===== config.mk =====
export PLATFORM = sky130hd
export DESIGN_NAME = mul_seq32
export DESIGN_NICKNAME = d
export VERILOG_FILES = /design/src/rtl/alu_pkg.sv /design/src/rtl/Adder32b.sv /design/src/rtl/mul_seq32.sv
export SDC_FILE = /design/constraint.sdc
export NUM_CORES = 1
export LEC_CHECK = 0
export CORE_ASPECT_RATIO = 1.5
export CORE_UTILIZATION = 63
export DETAILED_ROUTE_END_ITERATION = 7
export DONT_BUFFER_PORTS = 1
export PLACE_DENSITY_LB_ADDON = 0.15
export SYNTH_ARGS = -nofsm -noshare
export SYNTH_HDL_FRONTEND = slang
export SYNTH_SLANG_ARGS = --single-unit

===== constraint.sdc =====
create_clock -name CLK -period 4.5 [get_ports CLK]
set_input_delay 0.9 -clock CLK [delete_from_list [all_inputs] [get_ports CLK]]
set_output_delay 0.9 -clock CLK [all_outputs]
set_load 0.02 [all_outputs]

===== src/rtl/alu_pkg.sv =====
// Shared execute-stage definitions: RV32M multiply opcodes, the sequential
// multiplier state type and the datapath width.
package alu_pkg;

   localparam int unsigned XLEN = 32;

   localparam logic [1:0] MUL_OP_MUL    = 2'b00;
   localparam logic [1:0] MUL_OP_MULH   = 2'b01;
   localparam logic [1:0] MUL_OP_MULHSU = 2'b10;
   localparam logic [1:0] MUL_OP_MULHU  = 2'b11;

   typedef enum logic [1:0] {
      ST_IDLE,
      ST_CALC,
      ST_FIX,
      ST_DONE
   } mul_state_t;

endpackage


===== src/rtl/Adder32b.sv =====
// 32-bit adder/subtractor shared by the execute stage; SUB=1 computes A-B
// with COUT as the inverted borrow.
module Adder32b (
   input  logic [31:0] A,
   input  logic [31:0] B,
   input  logic        SUB,
   output logic [31:0] S,
   output logic        COUT
);

   logic [31:0] b_eff;

   always_comb begin
      b_eff       = SUB ? ~B : B;
      {COUT, S}   = {1'b0, A} + {1'b0, b_eff} + {32'd0, SUB};
   end

endmodule


===== src/rtl/mul_seq32.sv =====
// Radix-2 shift-and-add multiplier for RV32M MUL/MULH/MULHSU/MULHU.
// Optional build macro MUL_EARLY_EXIT_EN skips iterations once the remaining multiplier bits are zero.
module mul_seq32 #(
   parameter int unsigned XLEN  = alu_pkg::XLEN,
   parameter int unsigned CNT_W = 6
) (
   input  logic            CLK,
   input  logic            RST_N,
   input  logic            FLUSH,
   input  logic            IN_VALID,
   output logic            IN_READY,
   input  logic [1:0]      OP,
   input  logic [XLEN-1:0] A,
   input  logic [XLEN-1:0] B,
   output logic            OUT_VALID,
   input  logic            OUT_READY,
   output logic [XLEN-1:0] RESULT
);

   alu_pkg::mul_state_t state_q, state_d;
   logic [CNT_W-1:0]    cnt_q, cnt_d;
   logic [2*XLEN-1:0]   p_q, p_d;
   logic [XLEN-1:0]     m_q, m_d;
   logic                neg_q, neg_d;
   logic [1:0]          op_q, op_d;

   logic [XLEN-1:0]     add_b;
   logic [XLEN-1:0]     add_s;
   logic                add_cout;
   logic                sa, sb;

`ifdef MUL_EARLY_EXIT_EN
   logic [XLEN-1:0]     rem_mask;
   logic [CNT_W:0]      shamt;
`endif

   assign add_b = p_q[0] ? m_q : '0;

   Adder32b u_add (
      .A    (p_q[2*XLEN-1:XLEN]),
      .B    (add_b),
      .SUB  (1'b0),
      .S    (add_s),
      .COUT (add_cout)
   );

   always_comb begin
      state_d = state_q;
      cnt_d   = cnt_q;
      p_d     = p_q;
      m_d     = m_q;
      neg_d   = neg_q;
      op_d    = op_q;
      sa      = A[XLEN-1] & ((OP == alu_pkg::MUL_OP_MULH) | (OP == alu_pkg::MUL_OP_MULHSU));
      sb      = B[XLEN-1] & (OP == alu_pkg::MUL_OP_MULH);
`ifdef MUL_EARLY_EXIT_EN
      // Unconsumed multiplier bits sit in P[31-cnt:0]; once zero, the rest is a pure shift.
      rem_mask = {XLEN{1'b1}} >> cnt_q;
      shamt    = (CNT_W+1)'(XLEN) - {1'b0, cnt_q};
`endif
      if (FLUSH) begin
         state_d = alu_pkg::ST_IDLE;
         cnt_d   = '0;
      end else begin
         unique case (state_q)
            alu_pkg::ST_IDLE: begin
               if (IN_VALID) begin
                  m_d     = sa ? (~A + 1'b1) : A;
                  p_d     = {{XLEN{1'b0}}, (sb ? (~B + 1'b1) : B)};
                  neg_d   = sa ^ sb;
                  op_d    = OP;
                  cnt_d   = '0;
                  state_d = alu_pkg::ST_CALC;
               end
            end
            alu_pkg::ST_CALC: begin
`ifdef MUL_EARLY_EXIT_EN
               if ((p_q[XLEN-1:0] & rem_mask) == '0) begin
                  p_d     = p_q >> shamt;
                  cnt_d   = '0;
                  state_d = alu_pkg::ST_FIX;
               end else
`endif
               begin
                  p_d   = {add_cout, add_s, p_q[XLEN-1:1]};
                  cnt_d = cnt_q + 1'b1;
                  if (cnt_q == CNT_W'(XLEN-1)) begin
                     state_d = alu_pkg::ST_FIX;
                  end
               end
            end
            alu_pkg::ST_FIX: begin
               if (neg_q) begin
                  p_d = ~p_q + 1'b1;
               end
               state_d = alu_pkg::ST_DONE;
            end
            alu_pkg::ST_DONE: begin
               if (OUT_READY) begin
                  state_d = alu_pkg::ST_IDLE;
               end
            end
            default: state_d = alu_pkg::ST_IDLE;
         endcase
      end
   end

   always_ff @(posedge CLK or negedge RST_N) begin
      if (!RST_N) begin
         state_q <= alu_pkg::ST_IDLE;
         cnt_q   <= '0;
         p_q     <= '0;
         m_q     <= '0;
         neg_q   <= 1'b0;
         op_q    <= alu_pkg::MUL_OP_MUL;
      end else begin
         state_q <= state_d;
         cnt_q   <= cnt_d;
         p_q     <= p_d;
         m_q     <= m_d;
         neg_q   <= neg_d;
         op_q    <= op_d;
      end
   end

   always_comb begin
      IN_READY  = (state_q == alu_pkg::ST_IDLE);
      OUT_VALID = (state_q == alu_pkg::ST_DONE);
      RESULT    = '0;
      if (state_q == alu_pkg::ST_DONE) begin
         RESULT = (op_q == alu_pkg::MUL_OP_MUL) ? p_q[XLEN-1:0] : p_q[2*XLEN-1:XLEN];
      end
   end

endmodule


==> impl_metrics.toml, run 1 <==
[layout]
fin_nets = 1367
area_growth_pct = 2.94
nFillCells = 1352
drive_gt1_share_pct = 4.69
mostFrequentLayoutCells = "nand2_1, o21ai_0, dfrtp_1, a21oi_1, nor2_1"
utilization_pct = 66.7
finalNonFillerCells = 1458
insertedDiodeCount = 0
final_common_cell = "nand2_1"

[setup_path]
required_ns = 4.73
crit_path_cell_trace = "and2_1, ha_1, inv_1, fa_1, nor2b_1, o2111ai_1, nand3_1, a41oi_1, a211oi_1, o21ai_0, xor2_1, o221ai_1"
cp_slowest_cell = "a211oi_1"
worstPathArrival_ns = 3.84
cp_max_fo = 15
critPathBufInv = 1
critPathMaxStageDelay_ns = 0.77
crit_type = "reg -> reg"
worstSetupStartpointType = "flip-flop"
cp-end-kind = "flip-flop"
crit_family = "compound AO/OA/AOI/OAI gates"

[global_routing]
grt_use_met3_pct = 3.83
grt_pass1_vias = 9046
grt.busiest_layer = "met2"
grt_start_max_net_pins = 108
use_met1_pct = 41.8
groute.usage.overall_pct = 33.5
antenna_found_initial = 0
grt_pass1_wl_um = 44100
grt.overflow.total = 0
grt_util_met2_pct = 57.7

[synth]
syn-instance-count = 1304
ys_seq_area_share_pct = 27.3
synth_ff_type = "dfrtp_1"
synth.top_cell.area_share_pct = 27.3
yosys_register_bits = 107
synth_nets = 1417
synth_edf_count = 0
synth_area_leaders = "dfrtp_1, nand2_1, o21ai_0"
ys_warn_count = 0
synthArstFlopShare_pct = 100
avgSynthCellArea_um2 = 7.52
ys_types = 78
synth_area_um2 = 9800
synth_top_area_cell = "dfrtp_1"

[sta]
fin_tns_setup_ns = 0
setup_slack_ns = 0.888
fin_crit_ns = 3.61
fin_crit_sh_pct = 80.3
slew-limit-headroom_pct = 34.9
final-hold-violation-count = 0
hold_ws_ns = 0.230
finClkSkew_ns = 0.0124
slew_viol_final = 0
setup-violations-final = 0
max_slew.worst_pin.slew_ns = 0.968
rsz0062_at_grt = "no"
fmax_mhz = 277

[power_and_ir_drop]
internal-power_mw = 3.01
power_frac_clock_pct = 12.1
peakVddDrop_uv = 296
seqPwrFrac_pct = 34.0
power_density_nw_per_um2 = 605
pwr-share-comb_pct = 53.9
leakage_nw = 4.12
power_switching_mw = 3.10
power_switching_share_pct = 50.8

[clock_tree]
cts.htree.levels = 3
cts_resized = 0
clk_pin_slew_worst_paths_ns = 0.07
cts_tree = "yes"
cts_setup_buffers = 0
cts_num_sinks = 107
numCtsBuffers = 9
clk_latency_ns = 0.37
cts_hold_buffers = 0
cts_root_buffer = "clkbuf_16"
cts_buffer_depth = 2

[detailed_routing]
ant_nets = 0
wl_per_cell_um = 18.2
viasPerCell = 6.46
wl_um = 26500
remaining_drc_errors = 0
vias = 9418
drtIter0Drc = 601
firstDrtPassIters = 6

[floorplan]
chipWidth_um = 104
io_pins = 105
fp-row-count = 55
fp.dieArea_um2 = 16100
die_y_um = 155
core_um2 = 15100
initial_core_util_pct = 64.8

[place]
gp_congestion = 0.989
dpl.hpwl_um = 19500
post-place-ws_ns = 0.969
placed_cells = 1442
port_buffers = 0

[status]
status = "complete, no violations"

[hold_path]
hp-class = "in -> async"

[flow_run]
maxCapViolCount = 0
-- layout make-up --
cell class	instances	area [um^2]	share of cell area [%]
inverter	36	135	1.34
multi-input combinational	1081	6630	65.7
tap	199	249	2.47
clock buffer	10	229	2.27
timing repair buffer	19	143	1.41
clock inverter	6	32.5	0.322
sequential	107	2680	26.5
-- state kept, by name (all words and copies together), names as in the netlist --
name and cells:
neg_q 1, state_q 2, p_q 64, m_q 32, cnt_q 6, op_q 2
-- logic make-up after synthesis --
logic type	after synthesis	share of synthesized area [%]
compound gates	412	26.4
xor+xnor	99	8.84
fa+ha+maj	42	5.44
buf+inv	116	5.21
flops	107	27.3
mux	9	0.944
simple gates	519	25.9
-- synth_stat cells, drive strengths merged (4+ instances only) --
master,number
a22oi,11
or4,12
nor4b,4
nand3,25
mux2i,7
inv,36
nor4,21
xnor2,50
o221ai,7
ha,41
clkbuf,70
o31ai,19
nand2b,16
or3,21
a221oi,10
o211ai,12
a21boi,34
o311ai,11
nor3,54
and3,7
buf,7
or2,5
nand3b,5
a21o,17
nor2,87
a21oi,93
and2,37
xor2,49
a211oi,8
nand2,203
a31oi,13
dfrtp,107
a22o,4
nor2b,5
a32oi,4
nand4,9
o21ai,137
-- metrics by stage --
step / total power, mW / instance area (um^2)
after global placement: 5.22 / 9830
after CTS: 6.04 / 10100
after floorplan: 4.51 / 9800
after detailed placement: 5.28 / 9830
after global routing: 6.60 / 10100
final: 6.11 / 10100
-- power groups by stage --
stage	Combinational (mW)	Clock (mW)	Sequential [mW]
3_5_place_dp	3.23	0	2.05
4_1_cts	3.25	0.748	2.05
6_report	3.29	0.741	2.07
3_3_place_gp	3.16	0	2.05
2_1_floorplan	2.73	0	1.77
5_1_grt	3.67	0.786	2.14
-- path summary, 6_finish.rpt --
check	slack, ns	cells after the start	from	end
setup / recovery	0.89	12	p_q[0]$_DFFE_PN0P_	p_q[53]$_DFFE_PN0P_
hold / removal	0.23	0	RST_N	p_q[3]$_DFFE_PN0P_
setup reg to reg	0.89	12	p_q[0]$_DFFE_PN0P_	p_q[53]$_DFFE_PN0P_
hold reg to reg	0.49	2	m_q[19]$_DFFE_PN0P_	m_q[19]$_DFFE_PN0P_
max in group asynchronous	4.06	0	RST_N	p_q[28]$_DFFE_PN0P_
min in group CLK	0.49	2	m_q[19]$_DFFE_PN0P_	m_q[19]$_DFFE_PN0P_
-- layer usage --
layer  up-vias  part of all wire [%]
met3        62                   6.3
li1       4606                     -
met5         -                     0
met4         0                   3.1
met1      4388                    42
met2       362                    49
-- worst reg2reg max path: stages (launching register included) --
cell       delay (ns)
dfrtp_1          0.61
and2_1           0.21
ha_1             0.17
inv_1            0.05
fa_1             0.40
nor2b_1          0.17
o2111ai_1        0.14
nand3_1          0.15
a41oi_1          0.26
a211oi_1         0.77
o21ai_0          0.24
xor2_1           0.18
o221ai_1         0.13
Note: power is estimated with default switching activity, not from simulation.
==> inputs of run 2 (changes only) <==
Settings changed: ABC_AREA from default to 1, CORE_UTILIZATION 63 to 60.
Clock period 4.5 ns to 3.1 ns, I/O delays scaled along.
==> run 2 against run 1 <==
The run now ends with negative hold slack left. Synthesized cell count is 61% higher. First-iteration DRC count is 90% higher. Sequential share of layout area is 5.4 points lower. Clock skew is 0.00057 ns higher. Critical path type is now reg -> out. Largest power group unchanged. Highest routed layer unchanged.
==> impl_metrics.toml, run 2 <==
[sta]
slew-limit-headroom_pct = 51.6
rsz0062_at_grt = "no"
hold_ws_ns = -0.0571
fin_crit_sh_pct = 92.4
fin_tns_setup_ns = 0
fmax_mhz = 349
final-hold-violation-count = 107
setup-violations-final = 0
max_slew.worst_pin.slew_ns = 0.725
fin_crit_ns = 2.86
slew_viol_final = 0
finClkSkew_ns = 0.0130

[synth]
synth_area_um2 = 12000
synthArstFlopShare_pct = 100
yosys_register_bits = 107
ys_seq_area_share_pct = 22.4
syn-instance-count = 2093
synth_edf_count = 0
synth.top_cell.area_share_pct = 22.4
yosys.cell_count.top_type = "nand2_1"
synth_common_cells = "nand2_1, inv_1, nor2_1"
ys_warn_count = 0
synth_top_area_cell = "dfrtp_1"
synth_ff_type = "dfrtp_1"
synth_nets = 2206
ys_types = 53
avgSynthCellArea_um2 = 5.71
synth_area_leaders = "dfrtp_1, nand2_1, inv_1"

[layout]
regMostFlops = "p_q"
largest_register_ffs = 64
finalNonFillerCells = 2347
final_common_cell = "nand2_1"
area_growth_pct = 5.79
fin_nets = 2199
drive_gt1_share_pct = 6.70
reg_top3 = "p_q x64, m_q x32, cnt_q x6"
insertedDiodeCount = 0
mostFrequentLayoutCells = "nand2_1, inv_1, nor2_1, nand3_1, o21ai_0"

[status]
status = "finished, violations left"
violations = "negative hold slack"

[clock_tree]
cts.htree.levels = 3
clk_latency_ns = 0.38
cts_setup_buffers = 0
numCtsBuffers = 9
cts_root_buffer = "clkbuf_16"
cts_num_sinks = 107
cts_resized = 0
cts_buffer_depth = 2
cts_tree = "yes"
clk_pin_slew_worst_paths_ns = 0.08

[setup_path]
crit_path_cell_trace = "nor2_4, buf_4, o21ai_0, a21oi_1, buf_4"
crit_start = "op_q[1]$_DFFE_PN0P_"
reg2reg_from = "p_q[0]$_DFFE_PN0P_"
crit_family = "simple AND/OR/NAND/NOR gates"
crit_top_cell = "buf_4"
critPathBufInv = 2
critPathMaxStageDelay_ns = 0.58
cp_max_fo = 34
worstPathArrival_ns = 2.24
crit_type = "reg -> out"
cp-end-kind = "output port"
cp_slowest_cell = "nor2_4"
worstSetupStartpointType = "flip-flop"
required_ns = 2.48

[floorplan]
fp.dieArea_um2 = 20500
io_pins = 105
initial_core_util_pct = 61.9
core_um2 = 19300
die_y_um = 175
fp-row-count = 62
chipWidth_um = 117

[detailed_routing]
firstDrtPassIters = 6
drtIter0Drc = 1142
wl_um = 44100
vias = 13800
wl_per_cell_um = 18.8
ant_nets = 0
remaining_drc_errors = 0
viasPerCell = 5.89

[global_routing]
antenna_found_initial = 0
grt_pass1_wl_um = 67400
grt.overflow.total = 0
groute.usage.overall_pct = 44.3
grt_pass1_vias = 13300
grt_start_max_net_pins = 108

[power_and_ir_drop]
power_mw = 11.9
peakVddDrop_uv = 484
power_density_nw_per_um2 = 938
leakage_nw = 6.71

[place]
dpl.hpwl_um = 34400
gp_congestion = 1.07
port_buffers = 0
placed_cells = 2331

[hold_path]
hp-class = "in -> async"

[flow_run]
maxCapViolCount = 0
[run 2: final cells by class]
| type | instances | area [um^2] |
|---|---|---|
| clock inverter | 6 | 80.1 |
| inverter | 309 | 1170 |
| tap | 256 | 320 |
| fill | 1942 | 6670 |
| sequential | 107 | 2680 |
| multi-input combinational | 1621 | 7860 |
| clock buffer | 10 | 239 |
| timing repair buffer | 38 | 298 |
[run 2: worst paths after layout]
kind | cells past startpoint | endpoint | slack [ns]
max in group asynchronous | 0 | m_q[31]$_DFFE_PN0P_ | 3.00
hold / removal | 0 | p_q[35]$_DFFE_PN0P_ | -0.06
setup / recovery | 5 | RESULT[12] | 0.24
setup reg to reg | 15 | p_q[48]$_DFFE_PN0P_ | 0.27
hold reg to reg | 2 | m_q[23]$_DFFE_PN0P_ | 0.49
min in group CLK | 1 | state_q[1]$_DFFE_PN0P_ | 0.33
[run 2: worst register-to-register path: cells and delay by family, from the launching register on]
kind                     cells  cell delay (ns)
flip-flops                   1             0.40
buffers and inverters        2             0.25
AO/OA/AOI/OAI                1             0.08
adder cells (fa/ha/maj)      1             0.35
AND/OR/NAND/NOR             11             1.62
[run 2: cell families after synthesis]
group                      synth area share (%)
AOI/OAI and AO/OA                          15.0
DFF                                        22.4
adders and majority gates                  4.46
xor gates and xnor gates                   2.27
buffers and inverters                      11.9
and+or+nand+nor                            43.9
[run 2: metal layers]
metal / global-route usage (%) / wire length [um] / share of wire [%]
met1: 46.7 / 15500 / 35
met2: 72.7 / 20900 / 47
met3: 9.71 / 3410 / 7.7
met4: 39.0 / 4260 / 9.7
met5: 0 / 0 / 0
[run 2: per-stage QoR]
stage | worst slack (ns) | hold WS, ns | area (um^2) | utilization (%)
5_1_grt | 0.0490 | -0.0641 | 12600 | 65.4
6_report | 0.237 | -0.0571 | 12600 | 65.4
3_5_place_dp | 0.582 | 0.331 | 12300 | 63.8
2_1_floorplan | 0.747 | 0.324 | 12000 | -
4_1_cts | 0.284 | -0.0688 | 12600 | 65.4
3_3_place_gp | 0.633 | 0.331 | 12300 | 63.8
[run 2: where the power goes]
group / leakage, nW / total [mW] / internal (mW) / switching, mW
Clock: 0.155 / 1.26 / 0.667 / 0.595
Sequential: 1.36 / 3.13 / 2.05 / 1.09
Combinational: 5.20 / 7.46 / 2.26 / 5.20
